**config.mk**
```make
export PLATFORM = sky130hd
export DESIGN_NAME = sram_bank_ctrl
export DESIGN_NICKNAME = d
export VERILOG_FILES = /design/src/rtl/sram_bank_ctrl.sv
export SDC_FILE = /design/constraint.sdc
export NUM_CORES = 1
export LEC_CHECK = 0
export CAP_MARGIN = 5
export CORE_AREA = 2 2 95 97
export CTS_BUF_LIST = sky130_fd_sc_hd__clkbuf_4
export DETAILED_ROUTE_END_ITERATION = 7
export DIE_AREA = 0 0 97 99
export PLACE_DENSITY = 0.74
export SYNTH_ARGS = -nofsm -noshare
export SYNTH_HDL_FRONTEND = slang
export SYNTH_SLANG_ARGS = --single-unit
```
**constraint.sdc**
```tcl
create_clock -name clk_i -period 1.3 [get_ports clk_i]
set_clock_uncertainty 0.05 [all_clocks]
set_input_delay 0.26 -clock clk_i [delete_from_list [all_inputs] [get_ports clk_i]]
set_output_delay 0.26 -clock clk_i [all_outputs]
set_load 0.03 [all_outputs]
```
**src/rtl/sram_bank_ctrl.sv**
```systemverilog
// rtl/sram_bank_ctrl.sv - request/grant stream to sky130 1rw1r SRAM macro array controller
//
// Ports:
//   clk_i, rst_i         clock, synchronous active-high reset
//   init_done_o          high once requests are accepted
//   mem_req_i/gnt_o      per-bank request handshake (addr, wdata, strb, we)
//   mem_rvalid_o         per-bank response valid, RD_LATENCY cycles after accept
//   mem_rdata_o/err_o    response data / out-of-range flag
//   sram_*_o, sram_dout_i  macro port 0 signals, NUM_MACROS macros per bank
module sram_bank_ctrl #(
   parameter int NUM_PORTS  = 1,
   parameter int ADDR_WIDTH = 12,
   parameter int DATA_WIDTH = 32,
   parameter int MACRO_AW   = 9,
   parameter int NUM_MACROS = 2,
   parameter int RD_LATENCY = 1,
   parameter int INIT_ZERO  = 1
) (
   input  logic                                          clk_i,
   input  logic                                          rst_i,
   output logic                                          init_done_o,
   input  logic [NUM_PORTS-1:0]                          mem_req_i,
   output logic [NUM_PORTS-1:0]                          mem_gnt_o,
   input  logic [NUM_PORTS*ADDR_WIDTH-1:0]               mem_addr_i,
   input  logic [NUM_PORTS*DATA_WIDTH-1:0]               mem_wdata_i,
   input  logic [NUM_PORTS*DATA_WIDTH/8-1:0]             mem_strb_i,
   input  logic [NUM_PORTS-1:0]                          mem_we_i,
   output logic [NUM_PORTS-1:0]                          mem_rvalid_o,
   output logic [NUM_PORTS*DATA_WIDTH-1:0]               mem_rdata_o,
   output logic [NUM_PORTS-1:0]                          mem_err_o,
   output logic [NUM_PORTS*NUM_MACROS-1:0]               sram_csb_o,
   output logic [NUM_PORTS*NUM_MACROS-1:0]               sram_web_o,
   output logic [NUM_PORTS*NUM_MACROS*DATA_WIDTH/8-1:0]  sram_wmask_o,
   output logic [NUM_PORTS*NUM_MACROS*MACRO_AW-1:0]      sram_addr_o,
   output logic [NUM_PORTS*NUM_MACROS*DATA_WIDTH-1:0]    sram_din_o,
   input  logic [NUM_PORTS*NUM_MACROS*DATA_WIDTH-1:0]    sram_dout_i
);

   localparam int BYTES  = DATA_WIDTH / 8;
   localparam int OFF    = $clog2(NUM_PORTS * BYTES);
   localparam int SEL_W  = $clog2(NUM_MACROS);
   localparam int SEL_WS = (SEL_W == 0) ? 1 : SEL_W;
   localparam int WORD_W = ADDR_WIDTH - OFF;
   localparam int USED_W = MACRO_AW + SEL_W;

   typedef enum logic {ST_INIT, ST_READY} state_t;

   state_t              state_q;
   logic [MACRO_AW-1:0] cnt_q;
   logic                gnt_q;
   logic                done_q;
   logic                init_active;

   // Shared init FSM: zero-fill every row of every macro once after reset.
   always_ff @(posedge clk_i) begin
      if (rst_i) begin
         cnt_q <= '0;
         if (INIT_ZERO != 0) begin
            state_q <= ST_INIT;
            gnt_q   <= 1'b0;
            done_q  <= 1'b0;
         end else begin
            state_q <= ST_READY;
            gnt_q   <= 1'b1;
            done_q  <= 1'b1;
         end
      end else begin
         case (state_q)
            ST_INIT: begin
               cnt_q <= cnt_q + 1'b1;
               if (cnt_q == '1) begin
                  state_q <= ST_READY;
                  gnt_q   <= 1'b1;
                  done_q  <= 1'b1;
               end
            end
            default: begin
               gnt_q  <= 1'b1;
               done_q <= 1'b1;
            end
         endcase
      end
   end

   // Outputs take their reset values for the whole time rst_i is high,
   // including the first cycle before the registers have been cleared.
   assign init_active = (state_q == ST_INIT) && !rst_i;
   assign init_done_o = rst_i ? (INIT_ZERO == 0) : done_q;
   assign mem_gnt_o   = rst_i ? {NUM_PORTS{INIT_ZERO == 0}} : {NUM_PORTS{gnt_q}};

   for (genvar p = 0; p < NUM_PORTS; p++) begin : g_bank
      logic [ADDR_WIDTH-1:0] addr;
      logic [WORD_W-1:0]     word;
      logic [MACRO_AW-1:0]   row;
      logic [SEL_WS-1:0]     sel;
      logic                  oor;
      logic                  acc;
      logic                  unused_addr;

      assign addr        = mem_addr_i[p*ADDR_WIDTH +: ADDR_WIDTH];
      assign word        = addr[ADDR_WIDTH-1:OFF];
      assign row         = word[MACRO_AW-1:0];
      assign unused_addr = ^addr;
      assign acc         = mem_req_i[p] && gnt_q && !rst_i;

      if (SEL_W > 0) begin : g_sel
         assign sel = word[MACRO_AW +: SEL_W];
      end else begin : g_nosel
         assign sel = '0;
      end

      // Power-of-two macro count: out of range iff any bit above the decoded range is set.
      if (WORD_W > USED_W) begin : g_oor
         assign oor = |word[WORD_W-1:USED_W];
      end else begin : g_nooor
         assign oor = 1'b0;
      end

      for (genvar m = 0; m < NUM_MACROS; m++) begin : g_macro
         localparam int F = p * NUM_MACROS + m;
         always_comb begin
            sram_csb_o[F]                        = 1'b1;
            sram_web_o[F]                        = 1'b1;
            sram_wmask_o[F*BYTES +: BYTES]       = '0;
            sram_addr_o[F*MACRO_AW +: MACRO_AW]  = '0;
            sram_din_o[F*DATA_WIDTH +: DATA_WIDTH] = '0;
            if (init_active) begin
               sram_csb_o[F]                       = 1'b0;
               sram_web_o[F]                       = 1'b0;
               sram_wmask_o[F*BYTES +: BYTES]      = '1;
               sram_addr_o[F*MACRO_AW +: MACRO_AW] = cnt_q;
            end else if (acc && !oor && (sel == SEL_WS'(m))) begin
               sram_csb_o[F]                          = 1'b0;
               sram_web_o[F]                          = !mem_we_i[p];
               sram_wmask_o[F*BYTES +: BYTES]         = mem_strb_i[p*BYTES +: BYTES];
               sram_addr_o[F*MACRO_AW +: MACRO_AW]    = row;
               sram_din_o[F*DATA_WIDTH +: DATA_WIDTH] = mem_wdata_i[p*DATA_WIDTH +: DATA_WIDTH];
            end
         end
      end

      // Control pipe: valid/err travel the full latency; we/sel are only
      // needed at stage 0 where the macro output is selected.
      logic [RD_LATENCY-1:0] v_q;
      logic [RD_LATENCY-1:0] err_q;
      logic                  we0_q;
      logic [SEL_WS-1:0]     sel0_q;
      logic [DATA_WIDTH-1:0] rd0;
      logic [DATA_WIDTH-1:0] rdata;

      always_ff @(posedge clk_i) begin
         if (rst_i) begin
            v_q    <= '0;
            err_q  <= '0;
            we0_q  <= 1'b0;
            sel0_q <= '0;
         end else begin
            v_q[0]   <= acc;
            err_q[0] <= acc && oor;
            we0_q    <= mem_we_i[p];
            sel0_q   <= sel;
            for (int k = 1; k < RD_LATENCY; k++) begin
               v_q[k]   <= v_q[k-1];
               err_q[k] <= err_q[k-1];
            end
         end
      end

      // Zeroing here covers writes, out-of-range and idle cycles in one place.
      always_comb begin
         rd0 = '0;
         if (v_q[0] && !we0_q && !err_q[0]) begin
            for (int m = 0; m < NUM_MACROS; m++) begin
               if (sel0_q == SEL_WS'(m))
                  rd0 = sram_dout_i[(p*NUM_MACROS+m)*DATA_WIDTH +: DATA_WIDTH];
            end
         end
      end

      if (RD_LATENCY == 1) begin : g_lat1
         assign rdata = rd0;
      end else begin : g_latn
         logic [DATA_WIDTH-1:0] d_q [1:RD_LATENCY-1];
         always_ff @(posedge clk_i) begin
            if (rst_i) begin
               for (int k = 1; k < RD_LATENCY; k++) d_q[k] <= '0;
            end else begin
               d_q[1] <= rd0;
               for (int k = 2; k < RD_LATENCY; k++) d_q[k] <= d_q[k-1];
            end
         end
         assign rdata = d_q[RD_LATENCY-1];
      end

      assign mem_rvalid_o[p] = v_q[RD_LATENCY-1] && !rst_i;
      assign mem_err_o[p]    = v_q[RD_LATENCY-1] && err_q[RD_LATENCY-1] && !rst_i;
      assign mem_rdata_o[p*DATA_WIDTH +: DATA_WIDTH] = rst_i ? '0 : rdata;
   end

endmodule

```
---- After elaboration in Yosys (flattened, before gate mapping) ----
Cells that the tools add are included.
word-level totals
  flip-flop bits (word level) ............. 14
  latch bits .............................. 0
  RAM bits ................................ 0
  ROM bits ................................ 0
  input bits .............................. 116
  output and inout port bits .............. 130
  word-level logic and storage cells ...... 49
  memories kept ........................... 0
operators by class
  add/sub/neg operators ................... 1
  multiply operators ...................... 0
  divide/modulo/power cells ............... 0
  $lt $le $gt $ge ......................... 0
  equality and inequality tests ........... 1
  shifts and indexed selects .............. 0
  muxes and demuxes ....................... 28
  bitwise operators ....................... 2
  reduce and logical (&&, ||, !) cells .... 11
operators with widths
  operator                                     count
  two-way mux 32 bit                           7
  two-way mux 9 bit                            4
  two-way mux 4 bit                            4
  two-way mux 1 bit                            13
  adder 9 x 1 -> 9 bit, second input constant  1
  == test 9 bit, second input constant         1
  logical AND 1 bit                            7
  zero test 1 bit                              3
  inverter 1 bit                               2
  nonzero test 2 bit                           1

---- Logic depth before layout (Yosys ltp) ----
  depth after elaboration ................. 5
  gate-level depth with buffers ........... 7
  depth with buffers taken out ............ 7

---- Worst setup path after synthesis ----
OpenSTA, ideal clock, no wires.
  path kind ............................... input port to output port
  start point ............................. in rst_i
  end point ............................... out mem_rdata_o[10]
  arrival time ............................ 1.735 ns
  data required time ...................... 0.990 ns
  path slack .............................. -0.745 ns
  stages .................................. 5
  buffers on the path ..................... 2
  path through ............................ buf_2 nor2b_1 nand2b_1 buf_2 nor2_1
on the way
  longest elaborated chain between the ends .. 1
RTL lines
  item                line  source
  start, declared     20    input logic rst_i,
  two-way mux 32 bit  197   assign mem_rdata_o[p*DATA_WIDTH +: DATA_WIDTH] = rst_i ? '0 : rdata;
  end, declared       29    output logic [NUM_PORTS*DATA_WIDTH-1:0] mem_rdata_o,
No other way between the ends.

---- Final worst setup path ----
  start point ............................. reg state_q
  end point ............................... out sram_din_o[44]
on the way
  longest elaborated chain between the ends .. 3
RTL lines
  item                    line  source
  start, declared         48    state_t state_q;
  start signal, assigned  59    state_q <= ST_INIT;
  start signal, assigned  63    state_q <= ST_READY;
  start signal, assigned  72    state_q <= ST_READY;
  inverter 1 bit          n/a
  logical AND 1 bit       87    assign init_active = (state_q == ST_INIT) && !rst_i;
  two-way mux 32 bit      127   if (init_active) begin
  end, declared           35    output logic [NUM_PORTS*NUM_MACROS*DATA_WIDTH-1:0] sram_din_o,
No other way between the ends.

==> qor.txt <==
reg2reg setup slack: -0.01 ns
metal2 WL: 8.86 mm
Critical Path Slowest Stage Cell: dfxtp_4
Placed Cells: 650
Post-Synthesis Cells: 284
clock transition at the registers of the reported paths: 0.08 ns
top cell type's share of synthesized area: 21.8%
via/cell ratio: 5.04
Buf/Inv on CP: 2
cell area power density: 304 mW/mm^2
Crit path max-delay family: simple AND/OR/NAND/NOR gates
Synth area leader: nor2_1
Arrival @ worst endpoint: 1.49 ns
first-pass GRT wire length: 18.8 mm
FF-to-FF End: cnt_q[7]
EDFF count, synth: 0
crit path kind: flop to output port
WP data required: 0.99 ns
CTS H-Tree Depth: 1
initial antenna violation count: 0
Top FF cell, synth: dfxtp_1
flops & latches, synth: 14
number of distinct library cells after synthesis: 33
total core area: 0.00855 mm^2
DR pass1 iterations: 4
setup_tns: -55.58 ns
Placed Area: 0.00529 mm^2
worst hold stages: 3
status: finished, violations left
Design Area, Final: 0.00714 mm^2
Port Buf Inserts: 242
post-DR wirelength/cell: 23.2 um
RSZ-0062 raised after global routing: true
hold_ws: 0.365 ns
CP endpoint kind: output port
Worst R2R Start: state_q
Ports: 246
max layer used: met4
violated checks: negative setup slack
number of max-cap violations: 0
syn_nets: 402
nets@finish: 688
CTS sink cnt: 14
DR WL met3: 842 um
worst-path cell chain: or2_4, clkbuf_16, nand2_8, nor2_4, buf_6
DP HPWL: 8.46 mm
overall global routing resource usage: 24.2%
vias in the first global route: 3420
largest net degree at the start of global routing: 20
Tcrit/Tclk final: 138%
gpl congestion: 0.867
ys async rst share: 0%
Critical Path Source Type: flop
Final Non-Filler Cells: 677
sequential share of the synthesized area: 15.4%
TritonCTS clock tree: built
n_diodes: 0
clock buffer depth: 2
Die W: 97 um
syn_area_per_cell: 6.43 um^2
WHS Endpoint: g_bank[0].we0_q
worst-path maximum fanout: 6
vias: 3412
Slowest Stage Delay on Critical Path: 0.37 ns
dominant cells by area after synthesis: nor2_1, mux2i_1, dfxtp_1
DRT antenna net count: 0
final hold violation count: 0
CTS buffer count: 3
mapped cell area: 0.00183 mm^2
count leader, synth: nor2_1
Final Critical Period: 1.80 ns
Rows: 34
beginning of the worst hold path: rst_i
CTS Hold Bufs: 0
DRC viols: 0
setup ws final: -0.496 ns
Pins Over Slew Limit: 0
Die Area: 0.00960 mm^2
Iteration-0 DRC Markers: 66
Critical Path Source: state_q
Die Span Y: 99 um
Setup WS pre-CTS: -0.834 ns
top post-synthesis cells by count: nor2_1, nand2_1, mux2i_1
layout cells sized above 1: 72.6%
Max VDD drop: 0.270 mV
reg2reg path depth: 4
global route overflow: 0
area delta synth->final: 291%
Min-Delay Path Class: primary input to flop
LEAKAGE: 2.73 nW
M1 wire length: 5.48 mm
Yosys warnings: 0
endpoints failing setup: 131
Achievable Freq: 557 MHz
clk_lat worst skew: 0.27 ns
WL final: 15.7 mm
initial core utilization: 21.3%
clock tree root driver cell: clkbuf_4
## kinds of logic (layout without fill, tap and decap cells)
kind of cell	after synthesis	in the layout	synth area share, %
AOI/OAI and AO/OA	30	30	12.6
xor gates and xnor gates	4	4	1.92
adders and majority gates	2	2	1.37
buffers and inverters	27	311	7.61
DFF	14	14	15.4
muxes	34	34	18.6
other	1	1	0.205
and+or+nand+nor	172	173	42.3
## how the worst max path moves through the flow
stage	end	slack, ns	cells past startpoint
2_1_floorplan	sram_wmask_o[6]	-0.24	4
3_3_place_gp	sram_wmask_o[5]	-0.78	7
3_5_place_dp	sram_din_o[32]	-0.83	6
4_1_cts	sram_addr_o[4]	-0.46	5
5_1_grt	sram_din_o[16]	-0.55	5
6_report	sram_din_o[44]	-0.50	5
## per-layer routing
metal,up-vias,track usage (%)
li1,1516,-
met4,0,3.14
met3,38,3.76
met5,-,0
met2,176,49.1
met1,1682,27.0
## state kept, by name, indices dropped and copies added (netlist names)
signal	count
cnt_q	9
g_bank.v_q	1
g_bank.sel0_q	1
done_q	1
g_bank.we0_q	1
state_q	1
## through the flow
stage	power (W)	util [%]
6_report	0.00217	83.5
5_1_grt	0.00225	83.5
4_1_cts	0.00193	74.4
3_5_place_dp	0.00139	61.8
3_3_place_gp	0.00137	61.8
2_1_floorplan	0.000892	-
## report_power, final
group	switching [W]	total, W	internal (W)
logic	0.000665	0.00144	0.000779
clock network	0.000136	0.000276	0.000140
registers	0.0000180	0.000454	0.000436
total	0.000820	0.00217	0.00135
## tightest hold or removal path: cells and delay by family
| family | cells | cell delay [ns] |
|---|---|---|
| and+or+nand+nor | 1 | 0.04 |
| buffers and inverters | 2 | 0.35 |
## what timing repair did
item / 4_1_cts / 5_1_grt
pin swaps: 13 / 46
resized for setup: 192 / 135
gates cloned: 6 / 7
buffers inserted: 12 / 5
setup endpoints to repair: 132 / 134
## final cells by class
| type | count | area (um^2) |
|---|---|---|
| repair buffers | 307 | 3530 |
| multi-input cells | 244 | 3150 |
| fillers | 384 | 1410 |
| flip-flops and latches | 14 | 302 |
| well taps | 108 | 135 |
| clock buffers | 4 | 30.0 |
## cells in the final DEF, fill, tap and decap left out, types with 3 or more instances in the layout
| master | n |
|---|---|
| a21oi_1 | 3 |
| a22o_2 | 3 |
| a22o_4 | 15 |
| buf_12 | 20 |
| buf_16 | 3 |
| buf_4 | 29 |
| buf_6 | 133 |
| clkbuf_16 | 7 |
| clkbuf_4 | 4 |
| clkdlybuf4s50_1 | 110 |
| dfxtp_1 | 7 |
| dfxtp_4 | 5 |
| mux2i_4 | 32 |
| nand2_1 | 6 |
| nand2_2 | 3 |
| nand2_4 | 15 |
| nand2_8 | 17 |
| nor2_1 | 6 |
| nor2_2 | 16 |
| nor2_4 | 88 |
| nor2b_1 | 3 |
| or3_1 | 3 |
| xor2_1 | 3 |
Note: power is estimated with default switching activity, not from simulation.
